**src/rtl/s2p_sync_rx_pkg.sv**
```systemverilog
// Shared constants and types for the 4-lane bit-serial receiver.
package s2p_sync_rx_pkg;

  localparam int         NUM_LANES  = 4;
  localparam logic [7:0] COM_SYMBOL = 8'hBC;
  // Consecutive aligned all-lane COM bytes needed to declare lock (2..15).
  localparam int         LOCK_COUNT = 4;

  typedef logic [7:0] byte_t;

  typedef enum logic [1:0] {
    SEARCH  = 2'd0,
    LOCKING = 2'd1,
    ACTIVE  = 2'd2
  } state_e;

endpackage

```
**src/rtl/s2p_sync_rx_if.sv**
```systemverilog
// Serial input lanes and aligned parallel output word of the receiver.
interface s2p_sync_rx_if;
  import s2p_sync_rx_pkg::*;

  logic                 IN_ENB_rx;
  logic [NUM_LANES-1:0] IN_LANE_rx;
  byte_t                OUT_LANE3_rx;
  byte_t                OUT_LANE2_rx;
  byte_t                OUT_LANE1_rx;
  byte_t                OUT_LANE0_rx;
  logic                 OUT_VALID_rx;
  logic                 OUT_SYNC_rx;

  // Drives the serial side and observes the word side.
  modport master (
    output IN_ENB_rx, IN_LANE_rx,
    input  OUT_LANE3_rx, OUT_LANE2_rx, OUT_LANE1_rx, OUT_LANE0_rx,
    input  OUT_VALID_rx, OUT_SYNC_rx
  );

  // The receiver itself.
  modport slave (
    input  IN_ENB_rx, IN_LANE_rx,
    output OUT_LANE3_rx, OUT_LANE2_rx, OUT_LANE1_rx, OUT_LANE0_rx,
    output OUT_VALID_rx, OUT_SYNC_rx
  );

endinterface

```
**src/rtl/s2p_lane_shift.sv**
```systemverilog
// One lane's MSB-first deserialiser. next_byte_o is the byte that would be
// held after the current edge, so alignment can be judged on the same edge
// that samples the last bit.
module s2p_lane_shift
  import s2p_sync_rx_pkg::*;
(
  input  logic  clk_i,
  input  logic  rst_i,
  input  logic  enb_i,
  input  logic  bit_i,
  output byte_t next_byte_o
);

  byte_t sr_q;

  assign next_byte_o = {sr_q[6:0], bit_i};

  // Shift one bit per enabled clock; hold while disabled.
  always_ff @(posedge clk_i) begin
    // NOTE: non-blocking assignment so every flop samples pre-edge values.
    if (rst_i) begin
      sr_q <= '0;
    end else if (enb_i) begin
      sr_q <= next_byte_o;
    end
  end

endmodule

```
**src/rtl/s2p_sync_rx.sv**
```systemverilog
// 4-lane bit-serial receiver: deserialises each lane, aligns to the COM idle
// symbol and presents aligned 4-byte words with a one-cycle valid pulse.
module s2p_sync_rx
  import s2p_sync_rx_pkg::*;
(
  input  logic          IN_CLK_rx,
  input  logic          IN_RESET_rx,
  s2p_sync_rx_if.slave  bus
);

  localparam logic [3:0] LOCK_CNT = 4'(LOCK_COUNT);

  byte_t                       next_byte [NUM_LANES];
  logic                        all_com;
  state_e                      state_q, state_d;
  logic [2:0]                  bit_cnt_q, bit_cnt_d;
  logic [3:0]                  com_cnt_q, com_cnt_d;
  logic [NUM_LANES-1:0][7:0]   lane_q, lane_d;
  logic                        valid_q, valid_d;

  for (genvar g = 0; g < NUM_LANES; g++) begin : g_lane
    s2p_lane_shift u_lane (
      .clk_i       (IN_CLK_rx),
      .rst_i       (IN_RESET_rx),
      .enb_i       (bus.IN_ENB_rx),
      .bit_i       (bus.IN_LANE_rx[g]),
      .next_byte_o (next_byte[g])
    );
  end

  // COM must be present on every lane at once to count as alignment.
  always_comb begin
    all_com = 1'b1;
    for (int i = 0; i < NUM_LANES; i++) begin
      if (next_byte[i] != COM_SYMBOL) all_com = 1'b0;
    end
  end

  // Alignment FSM, byte-phase counter and output word capture.
  always_comb begin
    // NOTE: every target gets a default first so no path can infer a latch.
    state_d   = state_q;
    bit_cnt_d = bit_cnt_q;
    com_cnt_d = com_cnt_q;
    lane_d    = lane_q;
    valid_d   = 1'b0;

    if (bus.IN_ENB_rx) begin
      case (state_q)
        SEARCH: begin
          // Sliding compare: any bit position may be the byte boundary.
          if (all_com) begin
            bit_cnt_d = '0;
            com_cnt_d = 4'd1;
            state_d   = LOCKING;
          end
        end

        LOCKING: begin
          bit_cnt_d = bit_cnt_q + 3'd1;
          if (bit_cnt_q == 3'd7) begin
            if (all_com) begin
              com_cnt_d = com_cnt_q + 4'd1;
              if (com_cnt_d == LOCK_CNT) state_d = ACTIVE;
            end else begin
              com_cnt_d = '0;
              state_d   = SEARCH;
            end
          end
        end

        ACTIVE: begin
          // Idle COM bytes leave the word untouched; anything else is data.
          bit_cnt_d = bit_cnt_q + 3'd1;
          if (bit_cnt_q == 3'd7 && !all_com) begin
            for (int i = 0; i < NUM_LANES; i++) lane_d[i] = next_byte[i];
            valid_d = 1'b1;
          end
        end

        default: state_d = SEARCH;
      endcase
    end
  end

  // State and output registers; reset wins over enable.
  always_ff @(posedge IN_CLK_rx) begin
    if (IN_RESET_rx) begin
      state_q   <= SEARCH;
      bit_cnt_q <= '0;
      com_cnt_q <= '0;
      lane_q    <= '0;
      valid_q   <= 1'b0;
    end else begin
      state_q   <= state_d;
      bit_cnt_q <= bit_cnt_d;
      com_cnt_q <= com_cnt_d;
      lane_q    <= lane_d;
      valid_q   <= valid_d;
    end
  end

  assign bus.OUT_LANE3_rx = lane_q[3];
  assign bus.OUT_LANE2_rx = lane_q[2];
  assign bus.OUT_LANE1_rx = lane_q[1];
  assign bus.OUT_LANE0_rx = lane_q[0];
  assign bus.OUT_VALID_rx = valid_q;
  assign bus.OUT_SYNC_rx  = (state_q == ACTIVE);

endmodule

```
**src/flat_wrapper.sv**
```systemverilog
// flat-port wrapper written by rule: the top's interface ports become plain ports
module s2p_sync_rx_flat import s2p_sync_rx_pkg::*;
  (IN_CLK_rx, IN_RESET_rx, bus_IN_ENB_rx, bus_IN_LANE_rx, bus_OUT_LANE3_rx, bus_OUT_LANE2_rx, bus_OUT_LANE1_rx, bus_OUT_LANE0_rx, bus_OUT_VALID_rx, bus_OUT_SYNC_rx);
  s2p_sync_rx_if bus_i ();
  input  logic IN_CLK_rx;
  input  logic IN_RESET_rx;
  input wire logic [$bits(bus_i.IN_ENB_rx)-1:0] bus_IN_ENB_rx;
  input wire logic [$bits(bus_i.IN_LANE_rx)-1:0] bus_IN_LANE_rx;
  output wire logic [$bits(bus_i.OUT_LANE3_rx)-1:0] bus_OUT_LANE3_rx;
  output wire logic [$bits(bus_i.OUT_LANE2_rx)-1:0] bus_OUT_LANE2_rx;
  output wire logic [$bits(bus_i.OUT_LANE1_rx)-1:0] bus_OUT_LANE1_rx;
  output wire logic [$bits(bus_i.OUT_LANE0_rx)-1:0] bus_OUT_LANE0_rx;
  output wire logic [$bits(bus_i.OUT_VALID_rx)-1:0] bus_OUT_VALID_rx;
  output wire logic [$bits(bus_i.OUT_SYNC_rx)-1:0] bus_OUT_SYNC_rx;
  assign bus_i.IN_ENB_rx = bus_IN_ENB_rx;
  assign bus_i.IN_LANE_rx = bus_IN_LANE_rx;
  assign bus_OUT_LANE3_rx = bus_i.OUT_LANE3_rx;
  assign bus_OUT_LANE2_rx = bus_i.OUT_LANE2_rx;
  assign bus_OUT_LANE1_rx = bus_i.OUT_LANE1_rx;
  assign bus_OUT_LANE0_rx = bus_i.OUT_LANE0_rx;
  assign bus_OUT_VALID_rx = bus_i.OUT_VALID_rx;
  assign bus_OUT_SYNC_rx = bus_i.OUT_SYNC_rx;
  s2p_sync_rx u_core (.IN_CLK_rx(IN_CLK_rx), .IN_RESET_rx(IN_RESET_rx), .bus(bus_i));
endmodule
```
**config.mk**
```make
export PLATFORM = sky130hd
export DESIGN_NAME = s2p_sync_rx_flat
export DESIGN_NICKNAME = d
export VERILOG_FILES = /design/src/rtl/s2p_sync_rx_pkg.sv /design/src/rtl/s2p_sync_rx_if.sv /design/src/rtl/s2p_lane_shift.sv /design/src/rtl/s2p_sync_rx.sv /design/src/flat_wrapper.sv
export SDC_FILE = /design/constraint.sdc
export NUM_CORES = 1
export LEC_CHECK = 0
export CORE_ASPECT_RATIO = 1.75
export CORE_MARGIN = 2
export CORE_UTILIZATION = 41
export CTS_CLUSTER_DIAMETER = 100
export CTS_CLUSTER_SIZE = 40
export DETAILED_ROUTE_END_ITERATION = 12
export PLACE_DENSITY = 0.64
export SLEW_MARGIN = 10
export SYNTH_ARGS = -nofsm -noshare
export SYNTH_HDL_FRONTEND = slang
export SYNTH_SLANG_ARGS = --single-unit
```
**constraint.sdc**
```tcl
create_clock -name IN_CLK_rx -period 2.01 [get_ports IN_CLK_rx]
set_input_delay 0.3015 -clock IN_CLK_rx [delete_from_list [all_inputs] [get_ports IN_CLK_rx]]
set_output_delay 0.3015 -clock IN_CLK_rx [all_outputs]
set_load 0.02 [all_outputs]
```
# Yosys cells after proc, flatten, opt, wreduce, memory -nomap -nowiden
# Cells that the tools add are included.
op_classes:
  n_addsub: 2
  eq_ne: 11
  mux: 16
  bitwise_logic: 2
  reduce_logical: 11
op_table:
  columns: ["cell", "n"]
  rows:
  - ["$ne 8x8->1 const B", 4]
  - ["$mux 4", 3]
  - ["$mux 2", 4]
  - ["$pmux 4 s2", 1]
  - ["$pmux 2 s3", 1]
  - ["$pmux 3 s2", 1]
  - ["$reduce_and 3->1", 2]
  - ["$mux 1", 5]
  - ["$reduce_and 5->1", 1]
  - ["$add 4x1->4 const B", 1]
  - ["$eq 4x3->1 const B", 1]
  - ["$ne 2x1->1 const B", 2]
  - ["$reduce_and 4->1", 1]
  - ["$reduce_bool 2->1", 2]
  - ["$add 3x1->3 const B", 1]
  - ["$eq 3x3->1 const B", 1]
  - ["$mux 3", 1]
  - ["$ne 3x3->1 const B", 1]
  - ["$reduce_or 3->1", 1]
  - ["$eq 2x1->1 const B", 1]
  - ["$eq 2x2->1 const B", 1]
  - ["$logic_not 2->1", 1]
  - ["$not 1->1", 2]
  - ["$reduce_or 2->1", 1]
  - ["other kinds (2)", 2]
totals:
  reg_bits: 70
  out_inout_bits: 34

# Depth between registers and ports, before layout
# Gate-level depths: netlist of the first run.
logic_depth:
  depth_word: 8
  mapped_depth: 8
  ltp_nobuf: 7

# Hierarchy
# A second synthesis of the first run with hierarchy kept.
hier_totals:
  hier_cells: 281
  hier_area_um2: 2877.8
by_module_without_submodules:
  columns: ["mod", "n_inst", "cells_each", "area_each_um2"]
  rows:
  - ["s2p_sync_rx", 1, 189, 1856.8]
  - ["s2p_lane_shift", 4, 23, 255.2]

# Worst setup path before layout of the first run
# No wires, ideal clock.
synth_timing:
  path_type: "flip-flop to flip-flop"
  start: "reg u_core.g_lane[2].u_lane.sr_q[5]"
  end: "reg u_core.state_q[1]"
  arrival_ns: 1.916
  required_time_ns: 1.924
  path_slack_ns: 0.007
  path_stages_with_launch: 6
  synth_period_minus_slack_ns: 2.003
  cell_sequence: "dfxtp_1 -> or4b_1 -> nor4_2 -> a21oi_1 -> or3b_1 -> a221oi_2"
synth_between:
  elab_chain_cells: 6
  elab_cells_between_ends: 9
  cone_classes: "eq/ne: 3; mux: 5; reduce/logical: 1"
synth_lines:
  columns: ["element", "line_no", "source"]
  rows:
  - ["start: declaration", "s2p_lane_shift.sv:14", "byte_t sr_q;"]
  - ["start signal: assignment", "s2p_lane_shift.sv:24", "sr_q <= next_byte_o;"]
  - ["$ne 8x8->1 (*)", "s2p_sync_rx.sv:35", "if (next_byte[i] != COM_SYMBOL) all_com = 1'b0;"]
  - ["$mux 1 (*) (2 in a row)", "s2p_sync_rx.sv:35", null]
  - ["$mux 2", "s2p_sync_rx.sv:62", "if (all_com) begin"]
  - ["$mux 2", "s2p_sync_rx.sv:61", "if (bit_cnt_q == 3'd7) begin"]
  - ["$pmux 2 s3", "s2p_sync_rx.sv:49", "case (state_q)"]
  - ["end signal: assignment", "s2p_sync_rx.sv:95", "state_q <= state_d;"]
  - ["end: declaration", "s2p_sync_rx.sv:15", "state_e state_q, state_d;"]
# Mark *: on every way between the ends. The rest lies on a longest branch, timed or not. The select of a mux whose other input is x is not followed.
# A chain may end at the register's enable or synchronous reset.

# Worst setup path after layout of the first run
layout_timing:
  start: "reg u_core.g_lane[3].u_lane.sr_q[4]"
  end: "reg u_core.state_q[1]"
layout_between:
  elab_chain_cells: 5
  elab_cells_between_ends: 8
  cone_classes: "eq/ne: 3; mux: 4; reduce/logical: 1"
layout_lines:
  columns: ["element", "line_no"]
  rows:
  - ["start: declaration", "s2p_lane_shift.sv:14"]
  - ["start signal: assignment", "s2p_lane_shift.sv:24"]
  - ["$ne 8x8->1 (*)", "s2p_sync_rx.sv:35"]
  - ["$mux 1 (*)", "s2p_sync_rx.sv:35"]
  - ["$mux 2", "s2p_sync_rx.sv:62"]
  - ["$mux 2", "s2p_sync_rx.sv:61"]
  - ["$pmux 2 s3", "s2p_sync_rx.sv:49"]
# Marked as above.

==> results.md, run 1 <==
* Crit path max fanout at 3
* Relative slew margins at 63.83%
* Gp weighted congestion at 0.7106
* Drt pass-1 iters at 4
* Post-route ant nets at 0
* Peak supply drop at 732.3 uV
* Family with the most delay on the worst path: simple AND/OR/NAND/NOR gates
* DIE AREA at 7447 um^2
* CP Launch Type: flip-flop
* WL/cell at 14.10 um
* Vias at 2109
* # port buffers at 40
* Static Leak at 0.001513 uW
* R2R Path End: u_core.state_q[1]
* Initial Util at 42.31%
* Setup Crit Path Kind: reg -> reg
* Fillers at 576
* Vias/cell at 5.021
* Syn_area_per_cell at 10.25 um^2
* CP Capture Type: flip-flop
* Outcome: complete, no violations
* Worst Setup SP: u_core.g_lane[3].u_lane.sr_q[4]
* Clock Tree Root: clkbuf_16
* WP data required at 2.25 ns
* FMAX at 0.5083 GHz
* Pwr/cell area at 834.8 nW/um^2
* Critical register-to-register path startpoint: u_core.g_lane[3].u_lane.sr_q[4]
* Stages on worst setup path at 5
* Skew-Pair Late Insertion Delay at 0.33 ns
* Hpwl dp at 4038 um
* Die height at 112.7 um
* Vias in the first global route at 2039
* CTS H-tree lvls at 3
* Final setup vio count at 0
* Hold Fails Final Rpt at 0
* Total track usage at 17.14%
* Max-slew violation total from the final report at 0
* Worst Setup EP: u_core.state_q[1]
* First-pass GRT wire length at 9770 um
* Simple-gate share of the synthesized area at 16.96%
* Site row count at 39
* Final WL at 5920 um
* Syn_nets at 283
* I/O pin total at 41
* Max-cap violations at 0
* Ys async rst share at 0%
* R2r worst-path depth at 5
* Post-synthesis sequential area ratio at 50.66%
* Bufs on Longest Clock Path at 2
* Worst reg-to-reg setup slack at 0.04 ns
* Synth Area in Adders at 2.714%
* Die Wd at 66.10 um
* Post-Synth XOR/XNOR Area at 0%
* Placed Cells at 402
* Area added between synthesis and finish at 40.48%
* Crit path cell chain: or4bb_4 -> nor4_4 -> a21oi_2 -> or3b_1 -> a221oi_2
* Residual DRC at 0
* CTS sink cnt at 70
* Worst hold stages at 3
* Final Critical Period at 1.967 ns
* Post-synth EDFFs at 0
* Class of the worst hold path: in -> reg
* Most used DFF post-synth: dfxtp_1
* Synth Instances at 270
* Slew @ Worst Pin at 0.5425 ns
* Compound-Gate Fraction of Synth Area at 3.890%
* Iteration-0 DRC Markers at 55
* Setup Skew at 0.004818 ns
* Initial antenna violation count at 0
* Commonest cells after routing, fill and taps aside: dfxtp_1 (69), nor2_1 (63), mux2i_1 (60), clkdlybuf4s50_1 (37), buf_4 (22)
* Proportion of layout cells with a drive suffix above 1 at 17.16%
* Reg clk slew, reported paths at 0.06 ns
* Critical path arrival at 2.21 ns
* Diodes inserted at 0
* Main combinational cell family by area after synthesis: multiplexers
* Core Area at 6539 um^2
* Overall Power at 3244 uW
* Fin nets at 346
* Flops & latches, synth at 70
* CP max stage cell: or4bb_4
* Mux share of post-synthesis cell area at 22.89%
* Number of CTS-inserted buffers at 9
* Yosys cell types at 33
* # hold bufs at CTS at 0
* Synth warnings at 0
* Buf/Inv on CP at 0
* Post-Syn Area at 2766 um^2
* Largest net degree at the start of global routing at 45
* Final cycle utilization of the critical path at 97.87%
* Fin cells at 420
* RSZ-0062 raised after global routing: yes
* CTS tree: built
* Max incr delay on CP at 0.53 ns
* Commonest non-fill, non-tap cell in the layout: dfxtp_1
* Total congestion overflow at 0
## power breakdown
group | internal, uW | leakage, uW | total [uW] | switching, uW
Sequential | 1400 | 0.000565 | 1410 | 9.54
Combinational | 43.0 | 0.000782 | 96.4 | 53.5
Clock | 1180 | 0.000166 | 1740 | 555
## state kept, by name (all words and copies together) (netlist names)
register,cells
u_core.com_cnt_q,4
u_core.bit_cnt_q,3
u_core.bus.OUT_VALID_rx,1
u_core.bus.OUT_LANE2_rx,8
u_core.g_lane.u_lane.sr_q,28
u_core.bus.OUT_LANE0_rx,8
u_core.bus.OUT_LANE3_rx,8
u_core.state_q,2
u_core.bus.OUT_LANE1_rx,8
## metrics by stage
| step | setup WS (ns) | util, % | hold slack, ns | TNS [ns] | area, um^2 |
|---|---|---|---|---|---|
| 2_1_floorplan | 0.007490 | - | 0.4487 | 0 | 2766 |
| 3_3_place_gp | -0.3790 | 53.02 | 0.4689 | -12.13 | 3467 |
| 3_5_place_dp | -0.4214 | 53.02 | 0.4752 | -12.74 | 3467 |
| 4_1_cts | 0.01614 | 58.40 | 0.3273 | 0 | 3819 |
| 5_1_grt | -0.06675 | 59.43 | 0.3414 | -0.7592 | 3886 |
| 6_report | 0.04274 | 59.43 | 0.3261 | 0 | 3886 |
## worst min-delay path by stage
stage,from,to
final,bus_IN_ENB_rx,u_core.bus.OUT_VALID_rx
after global routing,bus_IN_ENB_rx,u_core.bus.OUT_VALID_rx
after CTS,bus_IN_ENB_rx,u_core.bus.OUT_VALID_rx
after detailed placement,u_core.bit_cnt_q[1],u_core.bit_cnt_q[1]
after global placement,u_core.bit_cnt_q[2],u_core.bit_cnt_q[2]
after floorplan,bus_IN_LANE_rx[3],u_core.bus.OUT_LANE3_rx[0]
## layout make-up
type                    instances  area (um^2)  area share (%)
clock buffers                  13        270.3           6.954
multi-input cells             180         1326           34.13
repair buffers                 69        708.2           18.22
flip-flops and latches         70         1403           36.09
inverters                       3        11.26          0.2898
clock inverters                 3        65.06           1.674
well taps                      82        102.6           2.640
## tightest hold or removal path, delay by kind of cell
| kind | cells | cell delay, ns |
|---|---|---|
| buf+inv | 1 | 0.11 |
| simple gates | 2 | 0.20 |
## timing repair
item	CTS	global route
cloned	0	2
buffers inserted	0	0
pin swaps	2	9
gates resized for setup	3	5
setup endpoints to repair	1	41
## Yosys cell counts, drive strengths merged, types with 3 or more instances
cell type	instances	area (um^2)
nand4b	4	35.03
nand3	3	15.01
dfxtp	70	1401
a21oi	4	20.02
nor3	4	20.02
inv	3	11.26
nor2	63	236.5
mux2i	61	610.6
clkbuf	7	26.28
nor2b	3	18.77
nand2	4	15.01
ha	6	75.07
buf	10	42.54
## logic make-up after synthesis
family          Yosys count
simple gates             96
flops                    70
mux                      63
buf+inv                  20
compound gates           15
fa+ha+maj                 6
## per-layer routing
layer / routed length [um] / share of wire, % / vias to the layer above / global-route usage (%)
met5: 0 / 0 / - / 0
met4: 118 / 2.0 / 0 / 8.980
met3: 165 / 2.8 / 11 / 4.208
met2: 3140 / 53 / 30 / 27.80
met1: 2495 / 42 / 1004 / 20.48
li1: - / - / 1064 / -
Power figures use the tool's default switching activity.
==> run 2: changes to the inputs <==
--- a/config.mk
+++ b/config.mk
@@ -6,12 +6,12 @@
 export NUM_CORES = 1
 export LEC_CHECK = 0
 export CORE_ASPECT_RATIO = 1.75
-export CORE_MARGIN = 2
-export CORE_UTILIZATION = 41
+export CORE_UTILIZATION = 30
 export CTS_CLUSTER_DIAMETER = 100
 export CTS_CLUSTER_SIZE = 40
 export DETAILED_ROUTE_END_ITERATION = 12
-export PLACE_DENSITY = 0.64
+export PLACE_DENSITY = 0.49
+export REMOVE_ABC_BUFFERS = 1
 export SLEW_MARGIN = 10
 export SYNTH_ARGS = -nofsm -noshare
 export SYNTH_HDL_FRONTEND = slang
==> run 2 against run 1 <==
  * The flow now finishes with violations (setup timing)
  * Combinational power is 1% higher
  * Power is 9.3% lower
  * Sequential cell count stayed put
  * Core utilization is 16 points lower
  * Die area is 29% higher
  * Clock skew is 0.00075 ns lower
  * Clock power is 17% lower
  * Clock-buffer cell count is 1 higher
  * Critical path depth stayed put
  * Design area hardly changed
  * First-iteration DRC count is 51% higher
  * Critical path type unchanged
  * Largest cell class unchanged
  * Highest routed layer unchanged
==> results.md, run 2 (synthesis results as in run 1) <==
* CP max stage cell: or4bb_4 (unchanged)
* Outcome: finished, violations left (was complete, no violations)
* I/O pin total at 41 (unchanged)
* Drt pass-1 iters at 4 (unchanged)
* Pwr/cell area at 757.2 nW/um^2 (was 834.8 nW/um^2)
* Bufs on Longest Clock Path at 2 (unchanged)
* Commonest non-fill, non-tap cell in the layout: dfxtp_1 (unchanged)
* RSZ-0062 raised after global routing: yes (unchanged)
* Class of the worst hold path: in -> reg (unchanged)
* Worst reg-to-reg setup slack at -0.03 ns (was 0.04 ns)
* Fillers at 933 (was 576)
* CP Launch Type: flip-flop (unchanged)
* Critical path arrival at 2.27 ns (was 2.21 ns)
* CTS tree: built (unchanged)
* Post-route ant nets at 0 (unchanged)
* WL/cell at 13.91 um (was 14.10 um)
* Worst Setup EP: u_core.state_q[1] (unchanged)
* Worst Setup SP: u_core.g_lane[1].u_lane.sr_q[6] (was u_core.g_lane[3].u_lane.sr_q[4])
* Relative slew margins at 65.72% (was 63.83%)
* Placed Cells at 443 (was 402)
* Setup TNS at -0.04584 ns (was 0 ns)
* CTS sink cnt at 70 (unchanged)
* Max incr delay on CP at 0.53 ns (about the same)
* Fin nets at 349 (was 346)
* Gp weighted congestion at 0.7191 (was 0.7106)
* Initial antenna violation count at 0 (unchanged)
* Family with the most delay on the worst path: simple AND/OR/NAND/NOR gates (unchanged)
* Slew @ Worst Pin at 0.5143 ns (was 0.5425 ns)
* # port buffers at 40 (unchanged)
* R2r worst-path depth at 5 (unchanged)
* Fin util at 43.27% (was 59.43%)
* Setup Crit Path Kind: reg -> reg (unchanged)
* CTS H-tree lvls at 3 (unchanged)
* Largest net degree at the start of global routing at 27 (was 45)
* Vias/cell at 4.533 (was 5.021)
* Stages on worst setup path at 5 (unchanged)
* Clock Tree Root: clkbuf_16 (unchanged)
* DIE AREA at 9625 um^2 (was 7447 um^2)
* Max-slew violation total from the final report at 0 (unchanged)
* Vias at 2085 (was 2109)
* FMAX at 0.4908 GHz (was 0.5083 GHz)
* Total track usage at 14.45% (was 17.14%)
* Site row count at 46 (was 39)
* Fin worst setup slack at -0.02762 ns (was 0.04274 ns)
* Skew-Pair Late Insertion Delay at 0.32 ns (was 0.33 ns)
* # hold bufs at CTS at 0 (unchanged)
* Place WS at -0.4864 ns (was -0.4214 ns)
* Iteration-0 DRC Markers at 83 (was 55)
* Residual DRC at 0 (unchanged)
* Peak supply drop at 507.8 uV (was 732.3 uV)
* Setup Skew at 0.004064 ns (was 0.004818 ns)
* Final cycle utilization of the critical path at 101.4% (was 97.87%)
* Number of CTS-inserted buffers at 9 (unchanged)
* Initial Util at 30.81% (was 42.31%)
* Hpwl dp at 4480 um (was 4038 um)
* Total congestion overflow at 0 (unchanged)
* Area added between synthesis and finish at 40.43% (was 40.48%)
* Die height at 129.0 um (was 112.7 um)
* Critical register-to-register path startpoint: u_core.g_lane[1].u_lane.sr_q[6] (was u_core.g_lane[3].u_lane.sr_q[4])
* Die Wd at 74.59 um (was 66.10 um)
* Final Critical Period at 2.038 ns (was 1.967 ns)
* Buf/Inv on CP at 0 (unchanged)
* Static Leak at 0.001491 uW (was 0.001513 uW)
* Max-cap violations at 0 (unchanged)
* Failing checks: setup timing
* Reg clk slew, reported paths at 0.05 ns (was 0.06 ns)
* Core Area at 8979 um^2 (was 6539 um^2)
* CP Capture Type: flip-flop (unchanged)
* Overall Power at 2942 uW (was 3244 uW)
* First-pass GRT wire length at 10330 um (was 9770 um)
* Commonest cells after routing, fill and taps aside: dfxtp_1 (69), nor2_1 (62), mux2i_1 (60), clkdlybuf4s50_1 (37), buf_4 (25) (was dfxtp_1 (69), nor2_1 (63), mux2i_1 (60), clkdlybuf4s50_1 (37), buf_4 (22))
* Crit path max fanout at 3 (unchanged)
* Diodes inserted at 0 (unchanged)
* Proportion of layout cells with a drive suffix above 1 at 18.24% (was 17.16%)
* Vias in the first global route at 2111 (was 2039)
* Hold Fails Final Rpt at 0 (unchanged)
* Final WL at 6398 um (was 5920 um)
* R2R Path End: u_core.state_q[1] (unchanged)
* Fin cells at 460 (was 420)
* Largest Register: u_core.g_lane.u_lane.sr_q (unchanged)
* Max FFs per register at 28 (unchanged)
* Crit path cell chain: or4bb_4 -> nor4_4 -> a21oi_2 -> or3b_1 -> a221oi_2 (unchanged)
* Final setup vio count at 3 (was 0)
* WP data required at 2.24 ns (was 2.25 ns)
run 2: changes by cell type in the layout (fill, tap and decap cells not counted), moves of 2 or more:
cell | previous run | this run
clkbuf_1 | 1 | 3
buf_6 | 0 | 2
buf_4 | 22 | 25
bufinv_16 | 2 | 0
o21ai_0 | 2 | 0
run 2: power by group:
group	switching (uW)	total (uW)	leakage [uW]	internal (uW)
clock	542	1440	0.000133	894
combinational	56.2	97.6	0.000793	41.3
sequential	9.51	1410	0.000565	1400
total	608	2940	0.00149	2330
run 2: worst min-delay path by stage:
| stage | startpoint | end | slack [ns] | depth (start not counted) |
|---|---|---|---|---|
| 6_report | bus_IN_LANE_rx[3] | u_core.bus.OUT_LANE3_rx[0] | 0.31 | 3 |
| 5_1_grt | bus_IN_LANE_rx[3] | u_core.bus.OUT_LANE3_rx[0] | 0.33 | 3 |
| 4_1_cts | bus_IN_ENB_rx | u_core.bus.OUT_VALID_rx | 0.34 | 3 |
| 3_5_place_dp | u_core.bit_cnt_q[2] | u_core.bit_cnt_q[2] | 0.48 | 1 |
| 3_3_place_gp | u_core.bit_cnt_q[1] | u_core.bit_cnt_q[1] | 0.47 | 1 |
| 2_1_floorplan | IN_RESET_rx | u_core.state_q[1] | 0.37 | 1 |
run 2: layer usage:
metal	global-route usage [%]	vias to the layer above	share of wire [%]
li1	-	1061	-
met5	0	-	0
met4	7.769	0	2.3
met1	15.95	989	41
met3	3.499	10	2.7
met2	24.85	25	54
run 2: cell type report:
type	count	area [um^2]	area share, %
Tap cell	120	150.1	3.865
Sequential cell	70	1403	36.10
Clock buffer	14	264.0	6.795
Inverter	3	11.26	0.2899
Timing Repair Buffer	72	708.2	18.23
Multi-Input combinational cell	180	1344	34.59
Clock inverter	1	5.005	0.1288
run 2: worst reg2reg max path, stage by stage, from the launching register on:
cell	delay [ns]
dfxtp_2	0.32
or4bb_4	0.53
nor4_4	0.37
a21oi_2	0.11
or3b_1	0.39
a221oi_2	0.23
run 2: repair_timing:
item	CTS	global route
hold endpoints to repair	0	0
setup buffers	0	1
pin swaps	1	7
resized for setup	3	14
gates cloned	0	1
setup endpoints to repair	41	41
run 2: stage by stage:
| step | instance area [um^2] | hold slack [ns] |
|---|---|---|
| finish | 3885 | 0.3139 |
| global route | 3885 | 0.3334 |
| CTS | 3811 | 0.3388 |
| detailed placement | 3525 | 0.4783 |
| global placement | 3525 | 0.4682 |
| floorplan | 2698 | 0.3677 |
==> run 3: changes to the inputs <==
--- a/config.mk
+++ b/config.mk
@@ -7,7 +7,7 @@
 export LEC_CHECK = 0
 export CORE_ASPECT_RATIO = 1.75
 export CORE_UTILIZATION = 30
-export CTS_CLUSTER_DIAMETER = 100
+export CTS_CLUSTER_DIAMETER = 40
 export CTS_CLUSTER_SIZE = 40
 export DETAILED_ROUTE_END_ITERATION = 12
 export PLACE_DENSITY = 0.49
==> results of run 3 <==
Final layout, timing and power as in run 2 (identical DEF).
